`src/rtl/ps2_pkg.sv`:
```
// ps2_pkg: shared constants and types for the PS/2 key-sequence controller.
//   PS2_PFX_EXT / PS2_PFX_BRK : set-2 prefix bytes (extended, break)
//   state_t                   : handshake FSM encoding (S_IDLE, S_POP, S_SETTLE)
//   is_prefix()               : true for either prefix byte
package ps2_pkg;

    localparam logic [7:0] PS2_PFX_EXT = 8'hE0;
    localparam logic [7:0] PS2_PFX_BRK = 8'hF0;

    typedef enum logic [1:0] {
        S_IDLE   = 2'd0,
        S_POP    = 2'd1,
        S_SETTLE = 2'd2
    } state_t;

    function automatic logic is_prefix(input logic [7:0] b);
        return (b == PS2_PFX_EXT) || (b == PS2_PFX_BRK);
    endfunction

endpackage

```
`src/rtl/ps2_key_seq_if.sv`:
```
// ps2_key_seq_if: receive-FIFO handshake between ps2_keyboard and its consumer.
//   ready      : FIFO non-empty, data valid
//   data       : FIFO head byte
//   overflow   : FIFO overflow flag
//   nextdata_n : active-low pop strobe from the consumer
// master = FIFO side (ps2_keyboard), slave = consumer side (ps2_key_seq).
interface ps2_key_seq_if;
    logic       ready;
    logic [7:0] data;
    logic       overflow;
    logic       nextdata_n;

    modport master (output ready, output data, output overflow, input nextdata_n);
    modport slave  (input ready, input data, input overflow, output nextdata_n);
endinterface

```
`src/rtl/ps2_prefix_tmo.sv`:
```
// ps2_prefix_tmo: lifetime counter for a pending E0/F0 prefix.
//   clk, rst : clock, synchronous active-high reset
//   run      : a prefix flag is pending
//   clr      : a byte is being popped this cycle (restarts the count)
//   expire   : one-cycle pulse after TMO_CYC cycles of run without a pop
module ps2_prefix_tmo #(
    parameter int TMO_CYC = 1000000
) (
    input  logic clk,
    input  logic rst,
    input  logic run,
    input  logic clr,
    output logic expire
);
    localparam int CW = (TMO_CYC > 1) ? $clog2(TMO_CYC) : 1;
    localparam logic [CW-1:0] LAST = CW'(TMO_CYC - 1);

    logic [CW-1:0] cnt_reg;

    always_ff @(posedge clk) begin
        if (rst || clr || !run) begin
            cnt_reg <= '0;
        end else if (cnt_reg == LAST) begin
            cnt_reg <= '0;
        end else begin
            cnt_reg <= cnt_reg + CW'(1);
        end
    end

    // A pop in the same cycle wins: the byte is parsed with the flags still set.
    assign expire = run && !clr && (cnt_reg == LAST);

endmodule

```
`src/rtl/ps2_key_seq.sv`:
```
// ps2_key_seq: drains the ps2_keyboard FIFO, parses set-2 scan-code sequences
// (make / F0 break / E0 extended), emits one event per key action, tracks the
// held key and counts distinct presses.
//   clk, rst  : clock, synchronous active-high reset
//   fifo      : FIFO handshake (slave side: ready/data/overflow in, nextdata_n out)
//   evt_*     : event pulse and its code/ext/brk/rpt attributes (held until next event)
//   key_down  : a key is currently held;  key_code : held / last key code
//   press_cnt : non-repeat make events, wrapping;  ovf_seen : sticky overflow
module ps2_key_seq
    import ps2_pkg::*;
#(
    parameter int CNT_W   = 8,
    parameter int TMO_CYC = 1000000
) (
    input  logic             clk,
    input  logic             rst,
    ps2_key_seq_if.slave     fifo,
    output logic             evt_valid,
    output logic [7:0]       evt_code,
    output logic             evt_ext,
    output logic             evt_brk,
    output logic             evt_rpt,
    output logic             key_down,
    output logic [7:0]       key_code,
    output logic [CNT_W-1:0] press_cnt,
    output logic             ovf_seen
);
    state_t state_reg, state_next;
    logic   pop_n;

    logic [7:0]       byte_reg;
    logic             ext_p_reg, brk_p_reg;
    logic             evt_valid_reg, evt_ext_reg, evt_brk_reg, evt_rpt_reg;
    logic [7:0]       evt_code_reg;
    logic             key_down_reg, key_ext_reg;
    logic [7:0]       key_code_reg;
    logic [CNT_W-1:0] press_cnt_reg;
    logic             ovf_seen_reg;

    logic tmo_expire;
    logic in_pop;
    logic same_key;

    // Handshake FSM: one pop per IDLE->POP->SETTLE round; SETTLE lets ready
    // reflect the FIFO after the pop before it is sampled again.
    always_comb begin
        state_next = state_reg;
        pop_n      = 1'b1;
        case (state_reg)
            S_IDLE: begin
                if (fifo.ready) begin
                    state_next = S_POP;
                end
            end
            S_POP: begin
                pop_n      = 1'b0;
                state_next = S_SETTLE;
            end
            S_SETTLE: begin
                state_next = S_IDLE;
            end
            default: begin
                state_next = S_IDLE;
            end
        endcase
    end

    assign in_pop   = (state_reg == S_POP);
    assign same_key = (byte_reg == key_code_reg) && (ext_p_reg == key_ext_reg);

    ps2_prefix_tmo #(
        .TMO_CYC (TMO_CYC)
    ) u_tmo (
        .clk    (clk),
        .rst    (rst),
        .run    (ext_p_reg || brk_p_reg),
        .clr    (in_pop),
        .expire (tmo_expire)
    );

    always_ff @(posedge clk) begin
        if (rst) begin
            state_reg     <= S_IDLE;
            byte_reg      <= '0;
            ext_p_reg     <= 1'b0;
            brk_p_reg     <= 1'b0;
            evt_valid_reg <= 1'b0;
            evt_code_reg  <= '0;
            evt_ext_reg   <= 1'b0;
            evt_brk_reg   <= 1'b0;
            evt_rpt_reg   <= 1'b0;
            key_down_reg  <= 1'b0;
            key_ext_reg   <= 1'b0;
            key_code_reg  <= '0;
            press_cnt_reg <= '0;
            ovf_seen_reg  <= 1'b0;
        end else begin
            state_reg     <= state_next;
            evt_valid_reg <= in_pop && !is_prefix(byte_reg);

            if (fifo.overflow) begin
                ovf_seen_reg <= 1'b1;
            end

            if (state_reg == S_IDLE && fifo.ready) begin
                byte_reg <= fifo.data;
            end

            if (in_pop) begin
                if (byte_reg == PS2_PFX_EXT) begin
                    ext_p_reg <= 1'b1;
                end else if (byte_reg == PS2_PFX_BRK) begin
                    brk_p_reg <= 1'b1;
                end else begin
                    ext_p_reg    <= 1'b0;
                    brk_p_reg    <= 1'b0;
                    evt_code_reg <= byte_reg;
                    evt_ext_reg  <= ext_p_reg;
                    evt_brk_reg  <= brk_p_reg;
                    if (brk_p_reg) begin
                        evt_rpt_reg <= 1'b0;
                        // Release of some other key leaves the held key alone.
                        if (same_key) begin
                            key_down_reg <= 1'b0;
                        end
                    end else if (key_down_reg && same_key) begin
                        evt_rpt_reg <= 1'b1;
                    end else begin
                        evt_rpt_reg   <= 1'b0;
                        key_down_reg  <= 1'b1;
                        key_code_reg  <= byte_reg;
                        key_ext_reg   <= ext_p_reg;
                        press_cnt_reg <= press_cnt_reg + CNT_W'(1);
                    end
                end
            end else if (tmo_expire) begin
                ext_p_reg <= 1'b0;
                brk_p_reg <= 1'b0;
            end
        end
    end

    assign fifo.nextdata_n = pop_n;
    assign evt_valid       = evt_valid_reg;
    assign evt_code        = evt_code_reg;
    assign evt_ext         = evt_ext_reg;
    assign evt_brk         = evt_brk_reg;
    assign evt_rpt         = evt_rpt_reg;
    assign key_down        = key_down_reg;
    assign key_code        = key_code_reg;
    assign press_cnt       = press_cnt_reg;
    assign ovf_seen        = ovf_seen_reg;

endmodule

```
`src/flat_wrapper.sv`:
```
// flat-port wrapper written by rule: the top's interface ports become plain ports
module ps2_key_seq_flat import ps2_pkg::*;
#(
    parameter int CNT_W   = 8,
    parameter int TMO_CYC = 1000000
)
  (clk, rst, evt_valid, evt_code, evt_ext, evt_brk, evt_rpt, key_down, key_code, press_cnt, ovf_seen, fifo_ready, fifo_data, fifo_overflow, fifo_nextdata_n);
  ps2_key_seq_if fifo_i ();
  input  logic clk;
  input  logic rst;
  output logic evt_valid;
  output logic [7:0] evt_code;
  output logic evt_ext;
  output logic evt_brk;
  output logic evt_rpt;
  output logic key_down;
  output logic [7:0] key_code;
  output logic [CNT_W-1:0] press_cnt;
  output logic ovf_seen;
  input wire logic [$bits(fifo_i.ready)-1:0] fifo_ready;
  input wire logic [$bits(fifo_i.data)-1:0] fifo_data;
  input wire logic [$bits(fifo_i.overflow)-1:0] fifo_overflow;
  output wire logic [$bits(fifo_i.nextdata_n)-1:0] fifo_nextdata_n;
  assign fifo_i.ready = fifo_ready;
  assign fifo_i.data = fifo_data;
  assign fifo_i.overflow = fifo_overflow;
  assign fifo_nextdata_n = fifo_i.nextdata_n;
  ps2_key_seq #(.CNT_W(CNT_W), .TMO_CYC(TMO_CYC)) u_core (.clk(clk), .rst(rst), .fifo(fifo_i), .evt_valid(evt_valid), .evt_code(evt_code), .evt_ext(evt_ext), .evt_brk(evt_brk), .evt_rpt(evt_rpt), .key_down(key_down), .key_code(key_code), .press_cnt(press_cnt), .ovf_seen(ovf_seen));
endmodule
```
`config.mk`:
```
export PLATFORM = sky130hd
export DESIGN_NAME = ps2_key_seq_flat
export DESIGN_NICKNAME = d
export VERILOG_FILES = /design/src/rtl/ps2_pkg.sv /design/src/rtl/ps2_key_seq_if.sv /design/src/rtl/ps2_prefix_tmo.sv /design/src/rtl/ps2_key_seq.sv /design/src/flat_wrapper.sv
export SDC_FILE = /design/constraint.sdc
export NUM_CORES = 1
export LEC_CHECK = 0
export ABC_AREA = 0
export BUFFER_PORTS_ARGS = -buffer_cell sky130_fd_sc_hd__buf_4
export CAP_MARGIN = 0
export CORE_MARGIN = 4
export CORE_UTILIZATION = 56
export DETAILED_ROUTE_END_ITERATION = 10
export HOLD_SLACK_MARGIN = 0.06
export PLACE_DENSITY = 0.79
export SLEW_MARGIN = 20
export SYNTH_ARGS = -nofsm -noshare
export SYNTH_HDL_FRONTEND = slang
export SYNTH_SLANG_ARGS = --single-unit
```
`constraint.sdc`:
```
create_clock -name clk -period 2.4 [get_ports clk]
set_input_delay 0.36 -clock clk [delete_from_list [all_inputs] [get_ports clk]]
set_output_delay 0.36 -clock clk [all_outputs]
set_load 0.01 [all_outputs]
```
Word-level counts from Yosys, hierarchy flattened

Index checks and enable logic that the tools add are counted.
Widths: inputs -> output; s select.

Logic and storage cells: 68
Bits in registers: 63
Output and inout bits: 31

Add/subtract/negate cells: 2
Eq/ne operators: 11
Bitwise logic cells: 4
Multiplexer cells: 15
Reductions and logical operators: 21

Operators by type and width:

| operator              | number |
|---|---|
| $add 20x1->20 const B | 1 |
| $eq 20x20->1 const B  | 1 |
| $eq 8x8->1 const B    | 2 |
| $mux 1                | 13 |
| $reduce_and 5->1      | 2 |
| $add 8x1->8 const B   | 1 |
| $eq 8x8->1            | 1 |
| $logic_and 1x1->1     | 6 |
| $ne 2x2->1 const B    | 3 |
| $logic_or 1x1->1      | 4 |
| $not 1->1             | 4 |
| $pmux 2 s2            | 1 |
| $reduce_and 2->1      | 2 |
| $logic_not 1->1       | 3 |
| $ne 3x3->1 const B    | 1 |
| $reduce_and 3->1      | 1 |
| $eq 2x1->1 const B    | 1 |
| $logic_not 2->1       | 1 |
| $mux 2                | 1 |
| $ne 2x1->1 const B    | 1 |
| $reduce_bool 2->1     | 1 |
| $reduce_or 2->1       | 1 |
| $eq 1x1->1            | 1 |

Depth between registers and ports, before layout

Word-level depth: 6
Depth in mapped cells: 7
Gate-level depth less buffers: 6

By module

From an unflattened synthesis, not the netlist that was laid out.

Cell total of the unflattened synthesis: 304
Area total of the unflattened synthesis: 2797.7 um^2

By module, submodules not included:

| module         | area each (um^2) | times used | cells an instance |
|---|---|---|---|
| ps2_key_seq    | 1870.5           | 1          | 197 |
| ps2_prefix_tmo | 927.1            | 1          | 107 |

Worst setup path before layout

OpenSTA, ideal clock, no wires.

Kind: register -> register
From: register u_core.byte_reg[6]
To: register u_core.press_cnt_reg[5], in the netlist u_core.press_cnt[5]
Cell stages (with the launch flop): 6
Buffers on the path: 0
Arrival time: 1.734 ns
Setup slack: 0.545 ns
Period minus slack after synthesis: 1.855 ns
Cells stage by stage: dfxtp_1 -> xor2_1 -> or4b_4 -> o31ai_4 -> and3b_1 -> mux2_4

Word-level cells in the longest chain between the ends: 5
Elaborated cells on any way between the ends: 9

Ends and longest elaborated chain:

| element                        | RTL line           | source |
|---|---|---|
| start, declared                | ps2_key_seq.sv:31  | `logic [7:0] byte_reg;` |
| start signal, assigned         | ps2_key_seq.sv:106 | `byte_reg <= fifo.data;` |
| $eq 8x8->1                     | ps2_key_seq.sv:69  | `assign same_key = (byte_reg == key_code_reg) && (ext_p_reg == key_ext_reg);` |
| $logic_and 1x1->1              | ps2_key_seq.sv:69  |  |
| $logic_and 1x1->1              | ps2_key_seq.sv:126 | `end else if (key_down_reg && same_key) begin` |
| $not 1->1 (no line)            | -                  |  |
| $reduce_and 5->1 (no line) (*) | -                  |  |
| end signal, assigned           | ps2_key_seq.sv:133 | `press_cnt_reg <= press_cnt_reg + CNT_W'(1);` |
| end, declared                  | ps2_key_seq.sv:37  | `logic [CNT_W-1:0] press_cnt_reg;` |

Every way passes the cells marked *; elsewhere a longest branch is shown, timed or not.
A chain may end at the register's enable or synchronous reset.

Worst setup path in the final report

Ends and elaborated chain as after synthesis.

==> reports/results.ini <==
[synth]
synth_top_area_share=0.459
synth.top_cells.by_count=dfxtp_1, nor2_1, mux2i_1, nand2b_1, xor2_1
synthFlopType=dfxtp_1
yosys.area.top_type=dfxtp_1
syn-cell-area_um2=2750
yosys_warnings=0
syn_avg_cell_area_um2=9.32
yosys_register_bits=63
async_flop_share=0
synthCells=295
postSynthNetCount=309
synth_area_leaders=dfxtp_1, mux2i_1, nor2_1
synth_edf_count=0
synth_cell_type_count=34
yosysMostFrequentCell=dfxtp_1
synth_seq_area_share=0.459

[worst_setup_path]
crit_path_start_kind=flip-flop
cp_cell_sequence=xor2_1, or4b_4, o31ai_4, and3b_1, mux2_4
cp_data_arrival_time_ps=2180
setup.worst_path.end_class=flip-flop
cp_max_fo=5
worst-setup-path-type=flip-flop to flip-flop
slowest_stage=or4b_4
required_ps=2620
critical-path-max-stage-delay_ps=540

[power]
peakVddDrop_mv=0.430
seqPwrFrac=0.534
clockPowerShare=0.376
p_sw_mw=0.505
power.density_nw_per_um2=622
p_leak_nw=1.29
swShare=0.245
pwr-share-comb=0.090
p_int_mw=1.55

[sta]
finalSetupViolations=0
max_slew_margin=0.576
period_needed_ps=1960
tightest_slew_ps=635
skew_ps=7.91
hold_viol=0
rsz0062_at_grt=false
drv_slew=0
fmax_mhz=510
fin_setup_tns_ps=0
post-route-period-util=0.817

[clock_network]
clock_latency_ps=330
cts_resized=0
clock-sinks=63
max-clock-path-buffers=2
root_buffer=clkbuf_8
ctsHtreeMaxLevel=3
cts_tree=yes
numCtsBuffers=9
hold_buffers=0
post-cts-setup-buffer-count=0
clk_pin_slew_ps=70

[finish]
antennaDiodeCount=0
nFillCells=380
drive_above_1_share=0.200
final_cells=412
fin_nets=355
largest_reg_flops=20
syn_to_final_growth_pct=20.3

[placement]
portBuffers=42
place_hpwl_um=3990
dp_cells=397
gp_congestion=0.779

[detailed_routing]
vias_per_cell=5.22
ant_nets=0
dr.pass1.iters=4
drc=0
wl_um=5540
first_iter_violations=78
wire_per_inst_um=13.4
via_count=2149

[global_route]
antenna_found_initial=0
grt_first_pass_wirelength_um=9640
grt_pass1_vias=2041
gr-usage-all-layers=0.201
grt_max_degree=37
grt_overflow_total=0

[floorplan]
rows=25
core_um2=4750
die_y_um=78.1
die-area_um2=6090
start_util=0.578
pin_count=43
die_w_um=78.1

[run_status]
status=finished, final reports clean

[min_path]
hold_path.class=primary input to flip-flop

[run]
drv_cap=0

==> routing by layer <==
metal,routed length [µm],share of wire,vias up,track usage
met3,209,0.038,10,0.0493
met1,2690,0.49,1009,0.269
met4,106,0.019,0,0.110
li1,-,-,1088,-
met5,0,0,-,0
met2,2530,0.46,42,0.300
==> worst max-delay path, delay by kind of cell (launching register included) <==
| family | cells | cell delay, ps |
|---|---|---|
| xor gates and xnor gates | 1 | 130 |
| muxes | 1 | 290 |
| and+or+nand+nor | 2 | 760 |
| AOI/OAI and AO/OA | 1 | 200 |
| DFF | 1 | 470 |
==> per-stage QoR <==
| stage | hold WS [ps] | setup WS (ps) | power [mW] | instance area [µm²] | util |
|---|---|---|---|---|---|
| 2_1_floorplan | 438 | 545 | 1.24 | 2750 | - |
| 3_3_place_gp | 453 | 492 | 1.31 | 3140 | 0.661 |
| 3_5_place_dp | 464 | 443 | 1.31 | 3140 | 0.661 |
| 4_1_cts | 217 | 443 | 2.08 | 3310 | 0.696 |
| 5_1_grt | 256 | 351 | 2.16 | 3310 | 0.696 |
| 6_report | 234 | 439 | 2.06 | 3310 | 0.696 |
==> power by group through the flow <==
stage | logic [mW] | registers (mW) | clock network [mW]
2_1_floorplan | 0.122 | 1.12 | 0
3_3_place_gp | 0.184 | 1.12 | 0
3_5_place_dp | 0.187 | 1.12 | 0
4_1_cts | 0.187 | 1.10 | 0.795
5_1_grt | 0.203 | 1.10 | 0.852
6_report | 0.185 | 1.10 | 0.773
==> cells by family (layout without fill, tap and decap cells) <==
group	after synthesis	count (layout)	synth area share
and+or+nand+nor	136	136	0.255
DFF	63	63	0.459
muxes	30	30	0.112
xor gates and xnor gates	27	27	0.0860
AOI/OAI and AO/OA	19	19	0.0523
buffers and inverters	18	68	0.0273
adders and majority gates	2	2	0.00910
==> final timing paths <==
check / start / endpoint / slack [ps] / depth (start not counted)
worst max-delay path: u_core.byte_reg[6] / u_core.press_cnt[5] / 440 / 5
worst min-delay path: fifo_overflow / u_core.ovf_seen / 230 / 3
worst max register to register: u_core.byte_reg[6] / u_core.press_cnt[5] / 440 / 5
worst min register to register: u_core.ovf_seen / u_core.ovf_seen / 470 / 2
==> layout by cell type, fill, tap and decap left out <==
master	n
a21oi_1	9
or2b_1	1
and4_1	4
or3_1	5
nand3_1	14
a41o_1	1
nor4_1	3
inv_1	3
mux2_4	1
ha_1	2
or4b_4	1
xor2_1	17
a41oi_4	1
clkinv_2	3
nor3_1	2
xnor2_1	10
and3b_1	1
nor2_1	53
o21ai_0	6
mux2_2	1
clkinvlp_4	1
o31ai_4	1
nand4_1	4
nand2b_1	23
mux2i_1	28
and3_1	7
nor2b_1	5
clkbuf_1	1
nor4bb_1	1
clkbuf_8	10
buf_4	50
dfxtp_1	63
a311o_1	1
nand2_1	10
nor3b_1	2
==> area by class of cell <==
cell class,instances,area [µm²],share of cell area
clock buffer,11,141,0.0427
clock inverter,4,22.5,0.00681
inverter,3,11.3,0.00340
multi-input combinational,214,1410,0.427
sequential,63,1260,0.381
tap,67,83.8,0.0253
timing repair buffer,50,375,0.113
(Power assumes the default switching activity.)
